[src/rtl/clk_div_pkg.sv]
// Shared constants for the programmable clock divider.
package clk_div_pkg;

   localparam int unsigned CNT_W_DEF     = 8;
   localparam int unsigned DIV_MIN       = 2;
   localparam int unsigned DIV_GB_NORMAL = 24;
   localparam int unsigned DIV_GB_DOUBLE = 12;

endpackage

[src/rtl/clk_div_chan.sv]
// One divider channel: period counter, active/pending divisor and the registered
// clk_out / clk_en / div_ack outputs.
module clk_div_chan
   import clk_div_pkg::*;
#(
   parameter int unsigned CNT_W     = CNT_W_DEF,
   parameter int unsigned DIV_RESET = DIV_GB_NORMAL
) (
   input  logic             clk,
   input  logic             rst_n,
   input  logic             i_enable,
   input  logic             i_sync,
   input  logic [CNT_W-1:0] i_div_val,
   input  logic             i_div_load,
   output logic             o_div_ack,
   output logic             o_clk_out,
   output logic             o_clk_en
);

   logic [CNT_W-1:0] r_cnt;
   logic [CNT_W-1:0] r_div_cur;
   logic [CNT_W-1:0] r_pend;
   logic             r_pend_vld;
   logic             r_clk_out;
   logic             r_clk_en;
   logic             r_div_ack;

   logic [CNT_W-1:0] w_cnt_nxt;
   logic [CNT_W-1:0] w_div_nxt;
   logic [CNT_W-1:0] w_pend_nxt;
   logic [CNT_W-1:0] w_load_val;
   logic             w_pend_vld_nxt;
   logic             w_out_nxt;
   logic             w_en_nxt;
   logic             w_ack_nxt;
   logic             w_wrap;
   logic             w_bound;

   // Next-state: a pending divisor is only promoted at a period boundary (wrap or sync).
   always_comb begin
      w_cnt_nxt      = r_cnt;
      w_div_nxt      = r_div_cur;
      w_pend_nxt     = r_pend;
      w_pend_vld_nxt = r_pend_vld;
      w_out_nxt      = r_clk_out;
      w_en_nxt       = 1'b0;
      w_ack_nxt      = 1'b0;
      w_load_val     = (i_div_val < CNT_W'(DIV_MIN)) ? CNT_W'(DIV_MIN) : i_div_val;
      w_wrap         = (r_cnt == (r_div_cur - CNT_W'(1)));
      w_bound        = i_sync | (i_enable & w_wrap);

      if (w_bound && r_pend_vld) begin
         w_div_nxt      = r_pend;
         w_pend_vld_nxt = 1'b0;
         w_ack_nxt      = 1'b1;
      end

      // A load coinciding with a boundary becomes pending for the next one.
      if (i_div_load) begin
         w_pend_nxt     = w_load_val;
         w_pend_vld_nxt = 1'b1;
      end

      if (i_sync) begin
         w_cnt_nxt = '0;
         w_out_nxt = 1'b1;
         w_en_nxt  = i_enable;
      end else if (i_enable) begin
         w_cnt_nxt = w_wrap ? '0 : (r_cnt + CNT_W'(1));
         w_out_nxt = (w_cnt_nxt < (w_div_nxt >> 1));
         w_en_nxt  = (w_cnt_nxt == '0);
      end
   end

   always_ff @(posedge clk or negedge rst_n) begin
      if (!rst_n) begin
         r_cnt      <= '0;
         r_div_cur  <= CNT_W'(DIV_RESET);
         r_pend     <= CNT_W'(DIV_MIN);
         r_pend_vld <= 1'b0;
         r_clk_out  <= 1'b0;
         r_clk_en   <= 1'b0;
         r_div_ack  <= 1'b0;
      end else begin
         r_cnt      <= w_cnt_nxt;
         r_div_cur  <= w_div_nxt;
         r_pend     <= w_pend_nxt;
         r_pend_vld <= w_pend_vld_nxt;
         r_clk_out  <= w_out_nxt;
         r_clk_en   <= w_en_nxt;
         r_div_ack  <= w_ack_nxt;
      end
   end

   assign o_div_ack = r_div_ack;
   assign o_clk_out = r_clk_out;
   assign o_clk_en  = r_clk_en;

endmodule

[src/rtl/clk_div_prog.sv]
// NUM_CH independent programmable clock dividers sharing enable, sync and reset.
// Channel 0 is the CPU clock; the rest feed APU, timer and serial.
module clk_div_prog
   import clk_div_pkg::*;
#(
   parameter int unsigned NUM_CH    = 2,
   parameter int unsigned CNT_W     = CNT_W_DEF,
   parameter int unsigned DIV_RESET = DIV_GB_NORMAL
) (
   input  logic                    clk,
   input  logic                    rst_n,
   input  logic                    enable,
   input  logic                    sync,
   input  logic [NUM_CH*CNT_W-1:0] div_val,
   input  logic [NUM_CH-1:0]       div_load,
   output logic [NUM_CH-1:0]       div_ack,
   output logic [NUM_CH-1:0]       clk_out,
   output logic [NUM_CH-1:0]       clk_en
);

   for (genvar g = 0; g < NUM_CH; g++) begin : g_ch
      clk_div_chan #(
         .CNT_W     (CNT_W),
         .DIV_RESET (DIV_RESET)
      ) u_chan (
         .clk        (clk),
         .rst_n      (rst_n),
         .i_enable   (enable),
         .i_sync     (sync),
         .i_div_val  (div_val[g*CNT_W +: CNT_W]),
         .i_div_load (div_load[g]),
         .o_div_ack  (div_ack[g]),
         .o_clk_out  (clk_out[g]),
         .o_clk_en   (clk_en[g])
      );
   end

endmodule

[config.mk]
export PLATFORM = sky130hd
export DESIGN_NAME = clk_div_prog
export DESIGN_NICKNAME = d
export VERILOG_FILES = /design/src/rtl/clk_div_pkg.sv /design/src/rtl/clk_div_chan.sv /design/src/rtl/clk_div_prog.sv
export SDC_FILE = /design/constraint.sdc
export NUM_CORES = 1
export LEC_CHECK = 0
export ABC_AREA = 1
export CAP_MARGIN = 20
export CORE_ASPECT_RATIO = 0.5
export CORE_MARGIN = 3
export CORE_UTILIZATION = 58
export CTS_CLUSTER_DIAMETER = 80
export DETAILED_ROUTE_END_ITERATION = 6
export PLACE_DENSITY = 0.79
export SLEW_MARGIN = 20
export SYNTH_ARGS = -nofsm -noshare
export SYNTH_HDL_FRONTEND = slang
export SYNTH_HIERARCHICAL = 1
export SYNTH_SLANG_ARGS = --single-unit
[constraint.sdc]
create_clock -name clk -period 3.3 [get_ports clk]
set_clock_uncertainty 0.05 [all_clocks]
set_input_delay 0.33 -clock clk [delete_from_list [all_inputs] [get_ports clk]]
set_output_delay 0.33 -clock clk [all_outputs]
set_load 0.02 [all_outputs]
After elaboration in Yosys (flattened, before gate mapping)
Index checks and enable logic that the tools add are counted.

operators by class
  multiplexer cells = 24
  reduce and logical (&&, ||, !) cells = 7
  magnitude comparators = 4
  bitwise operators = 4
  equality and inequality tests = 2
  add/subtract/negate cells = 4

operators by type and width
  kind                 number
  $mux 8               10
  $add 8x1->8 const B  2
  $eq 8x8->1           2
  $logic_not 8->1      2
  $lt 8x2->1 const B   2
  $lt 8x7->1           2
  $sub 8x1->8 const B  2
  $mux 1               14
  $reduce_bool 2->1    3
  $and 1x1->1          2
  $logic_and 1x1->1    2
  $or 1x1->1           2

word-level totals
  input port bits = 22
  register bits after elaboration = 56

Depth between registers and ports, before layout
  word-level depth = 9
  gate-level depth with buffers = 25

Cells and area by module
The synthesis kept the hierarchy.

modules (own cells, without submodules)
  module                          cells an instance  sequential area each (µm²)  instances  area each (µm²)
  clk_div_chan at g_ch[1].u_chan  228                704.4                       1          1744.2
  clk_div_chan at g_ch[0].u_chan  228                704.4                       1          1720.4

Least setup slack after synthesis
Ideal clock, no wire load.

  path type = reg-to-reg
  start = register g_ch[1].u_chan.r_div_cur[0]
  end = register g_ch[1].u_chan.r_clk_out
  cell stages (with the launch flop) = 22
  buffers on the path = 1
  arrival = 2703 ps
  slack = 482 ps
  data required time = 3185 ps
  library setup time = 65 ps
  cell sequence = dfrtp_1 > inv_2 > ha_1 > inv_1 > nand2_1 > nand2_1 > nand2_1 > nor2_1 > nand3_2 > nor2_4 > nand2_4 > nand2_4 > nand3_4 > inv_2 > buf_6 > nand2_1 > o21ai_2 > ha_1 > a21o_1 > a2111oi_0 > nand2_1 > nand2_1

on the way
  longest elaborated chain between the ends = 9

ends and longest elaborated chain
  element                 line                RTL
  start, declared         clk_div_chan.sv:21  logic [CNT_W-1:0] r_div_cur;
  start signal, assigned  clk_div_chan.sv:78  r_div_cur <= CNT_W'(DIV_RESET);
  start signal, assigned  clk_div_chan.sv:86  r_div_cur <= w_div_nxt;
  $sub 8x1->8 *           clk_div_chan.sv:49  w_wrap = (r_cnt == (r_div_cur - CNT_W'(1)));
  $eq 8x8->1 *            clk_div_chan.sv:49
  $and 1x1->1             clk_div_chan.sv:50  w_bound = i_sync | (i_enable & w_wrap);
  $or 1x1->1              clk_div_chan.sv:50
  $logic_and 1x1->1       clk_div_chan.sv:52  if (w_bound && r_pend_vld) begin
  $mux 8                  clk_div_chan.sv:52
  $lt 8x7->1 *            clk_div_chan.sv:70  w_out_nxt = (w_cnt_nxt < (w_div_nxt >> 1));
  $mux 1 *                clk_div_chan.sv:68  end else if (i_enable) begin
  $mux 1 *                clk_div_chan.sv:64  if (i_sync) begin
  end signal, assigned    clk_div_chan.sv:89  r_clk_out <= w_out_nxt;
  end, declared           clk_div_chan.sv:24  logic r_clk_out;

Every way passes the cells marked *; elsewhere a longest branch is shown, timed or not. The select of a mux whose other input is x is not followed.
A chain may end at the register's enable or synchronous reset.

Worst setup path after layout
Ends and elaborated chain as after synthesis.

==> summary.md <==
| Metric | Value |
|---|---|
| Result of the run | `finished clean` |
| Area of the multi-input gates | `1750 um2` |
| Setup Viol. Count Final | `0` |
| Leakage | `2.04 nW` |
| Die Height | `60.7 um` |
| First-pass GRT wire length | `12.9 mm` |
| Synthesized cell area | `3460 um2` |
| Xor/xnor share of the synthesized area | `0.0430` |
| Hold_buf cts | `0` |
| CP Buf/Inv Count | `3` |
| Tot Pwr | `1.84 mW` |
| Worst path max stage delay | `0.39 ns` |
| Power Dens Cells | `456 nW/um2` |
| Setup TNS | `0 ns` |
| Register area | `1410 um2` |
| Reg2Reg Depth | `20` |
| Post-route ant nets | `0` |
| Synth warn | `6` |
| DRC violations left | `0` |
| Dpl cells | `556` |
| Hold Slack | `0.128 ns` |
| Synthesized area per cell | `7.60 um2` |
| Max IR drop VDD | `281 uV` |
| Setup WS post-layout | `0.259 ns` |
| I/O Buffers | `27` |
| Fill count | `445` |
| Post-Layout Inst Area | `4040 um2` |
| Reg2Reg Capture Point | `g_ch[1].u_chan/o_clk_out$_DFFE_PN0P_` |
| Initial core utilization | `0.615` |
| Max-cap violations | `0` |
| DR top layer | `met4` |
| Fin crit period | `3.04 ns` |
| Final GP Congestion | `0.954` |
| CTS max path bufs | `2` |
| Largest family of logic cells by synthesized area | `simple AND/OR/NAND/NOR gates` |
| Post-synthesis mux area share | `0` |
| Number of global-route vias before repair | `2820` |
| Synth area leaders | `dfrtp_1, nand2_1, inv_1` |
| HPWL Detailed | `5.83 mm` |
| Commonest non-fill, non-tap cells in the layout | `nand2_1, inv_1, dfrtp_1` |
| Final nets | `531` |
| Die width | `115 um` |
| Ys async rst share | `1.00` |
| Overflow after GRT | `0` |
| RSZ-0062 raised after global routing | `false` |
| Syn nets | `494` |
| Number of synthesized flops with an enable pin | `0` |
| DR iter-0 viols | `218` |
| Die Area | `6990 um2` |
| Met2 Routed Length | `3.57 mm` |
| WP data required | `3.49 ns` |
| Reg-to-Reg Start | `g_ch[1].u_chan/r_div_cur[0]$_DFFE_PN0N_` |
| Via density | `5.23` |
| Share of layout cells above drive strength 1 | `0.138` |
| Yosys reg bits | `56` |
| Critical path type | `reg2reg` |
| Largest net degree at the start of global routing | `44` |
| Reg clk slew, reported paths | `0.07 ns` |
| CTS Sinks | `56` |
| Synth Area in Compound Gates | `0.107` |
| CTS Buf Count | `5` |
| Crit end category | `register` |
| Measured slew at the worst slew-check pin | `0.948 ns` |
| Dpl ws | `0.0945 ns` |
| Hold Fails Final Rpt | `0` |
| Hold crit path type | `in2async` |
| Slowest library cell on the worst path | `dfrtp_1` |
| Simple-gate share of the synthesized area | `0.288` |
| Post-Route Utilization | `0.717` |
| Sequential area share after synthesis | `0.407` |
| Gate Count Post-Synth | `456` |
| CP Launch Type | `register` |
| Met3 wire length | `321 um` |
| 1st-pass router iterations | `4` |
| Flop-to-flop setup slack | `0.26 ns` |
| Initial antenna violation count | `0` |
| Worst path cell trace | `inv_2 > ha_1 > inv_1 > nand2_1 > nand2_1 > nand2_1 > nor2_1 > nand3_2 > nor2_4 > nand2_4 > nand2_4 > nand3_4 > inv_8 > nand2_1 > o21ai_2 > ha_1 > a21o_1 > a2111oi_4 > nand2_1 > nand2_1` |
| Rel. slew slack | `0.368` |
| Total core area | `5630 um2` |
| Peak Freq | `0.329 GHz` |
| Synth Area in Adders | `0.0578` |
| Via count | `2963` |
| Dpl cell area | `3830 um2` |
| Post-Layout Cell Count | `567` |
| Synth-to-layout area growth | `16.6%` |
| Row count | `19` |
| # diodes | `0` |
| Top_reg_cell synth | `dfrtp_1` |
| Critical path's top delay family | `simple AND/OR/NAND/NOR gates` |
| Post-synth top area share | `0.361` |
| H-tree levels | `2` |
| Area leader, netlist | `dfrtp_1` |
| CP Data Arrival Time | `3.23 ns` |
| Synth cell types | `38` |
| GRT Overall Usage | `0.239` |
| Routed WL | `7.65 mm` |
| Most frequent CP cell | `nand2_1` |
| Fin. max-slew vios | `0` |
| Final period util | `0.922` |
| CP Max Fanout | `13` |
| Skew-Pair Late Insertion Delay | `0.30 ns` |
| Wire length per cell | `13.5 um` |
| Most common cell after layout, fill and taps aside | `nand2_1` |
| CTS tree | `yes` |
| M1 WL | `3.66 mm` |
| Root Buffer | `clkbuf_16` |
| I/O pin count | `28` |
[registers in the layout, summed over array words and instances, names as in the netlist]
| signal | count |
|---|---|
| g_ch.u_chan/r_div_cur | 16 |
| g_ch.u_chan/o_clk_en | 2 |
| g_ch.u_chan/r_cnt | 16 |
| g_ch.u_chan/r_pend | 16 |
| g_ch.u_chan/o_clk_out | 2 |
| g_ch.u_chan/r_pend_vld | 2 |
| g_ch.u_chan/o_div_ack | 2 |
[logic make-up (layout without fill, tap and decap cells)]
logic type | count (synthesis) | count (layout)
simple gates | 219 | 219
buf+inv | 88 | 126
compound gates | 60 | 60
flops | 56 | 56
xor+xnor | 17 | 17
fa+ha+maj | 16 | 16
[repair_timing]
| item | in CTS | in global routing |
|---|---|---|
| endpoints found under the setup margin | 0 | 2 |
| buffers inserted | 0 | 3 |
| gates resized for setup | 0 | 13 |
[cell type report]
type / count / area share
Multi-Input combinational cell: 312 / 0.432
Sequential cell: 56 / 0.349
Tap cell: 73 / 0.0226
Inverter: 83 / 0.0790
Timing Repair Buffer: 35 / 0.0805
Clock buffer: 5 / 0.0310
Clock inverter: 3 / 0.00558
[worst max path at each step]
stage,start,to,slack [ns],cells after the start
final,g_ch[1].u_chan/r_div_cur[0]$_DFFE_PN0N_,g_ch[1].u_chan/o_clk_out$_DFFE_PN0P_,0.26,20
after global routing,g_ch[1].u_chan/r_div_cur[0]$_DFFE_PN0N_,g_ch[1].u_chan/o_clk_out$_DFFE_PN0P_,0.008,20
after CTS,g_ch[1].u_chan/r_div_cur[0]$_DFFE_PN0N_,g_ch[1].u_chan/o_clk_out$_DFFE_PN0P_,0.05,20
after detailed placement,g_ch[1].u_chan/r_div_cur[0]$_DFFE_PN0N_,g_ch[1].u_chan/o_clk_out$_DFFE_PN0P_,0.09,20
after global placement,g_ch[1].u_chan/r_div_cur[0]$_DFFE_PN0N_,g_ch[1].u_chan/o_clk_out$_DFFE_PN0P_,0.09,20
after floorplan,g_ch[1].u_chan/r_div_cur[0]$_DFFE_PN0N_,g_ch[1].u_chan/o_clk_out$_DFFE_PN0P_,0.48,21
[Yosys cell counts, drive strengths merged (3+ instances only)]
| library cell | number |
|---|---|
| nor3 | 7 |
| dfrtp | 50 |
| nand2 | 131 |
| nor2 | 35 |
| clkbuf | 3 |
| nand4 | 3 |
| ha | 16 |
| nand3 | 31 |
| or2 | 4 |
| o22ai | 13 |
| o32ai | 3 |
| dfstp | 6 |
| xnor2 | 6 |
| inv | 82 |
| a21oi | 6 |
| o21ai | 34 |
| xor2 | 11 |
[metal layers]
| metal | up-vias | GRT usage |
|---|---|---|
| li1 | 1533 | - |
| met1 | 1366 | 0.331 |
| met2 | 53 | 0.387 |
| met3 | 11 | 0.0448 |
| met4 | 0 | 0.0786 |
| met5 | - | 0 |
[power by group]
| part | internal [mW] | switching (mW) |
|---|---|---|
| Clock | 0.285 | 0.252 |
| Combinational | 0.192 | 0.281 |
| Sequential | 0.762 | 0.0689 |
(Power assumes the default switching activity.)
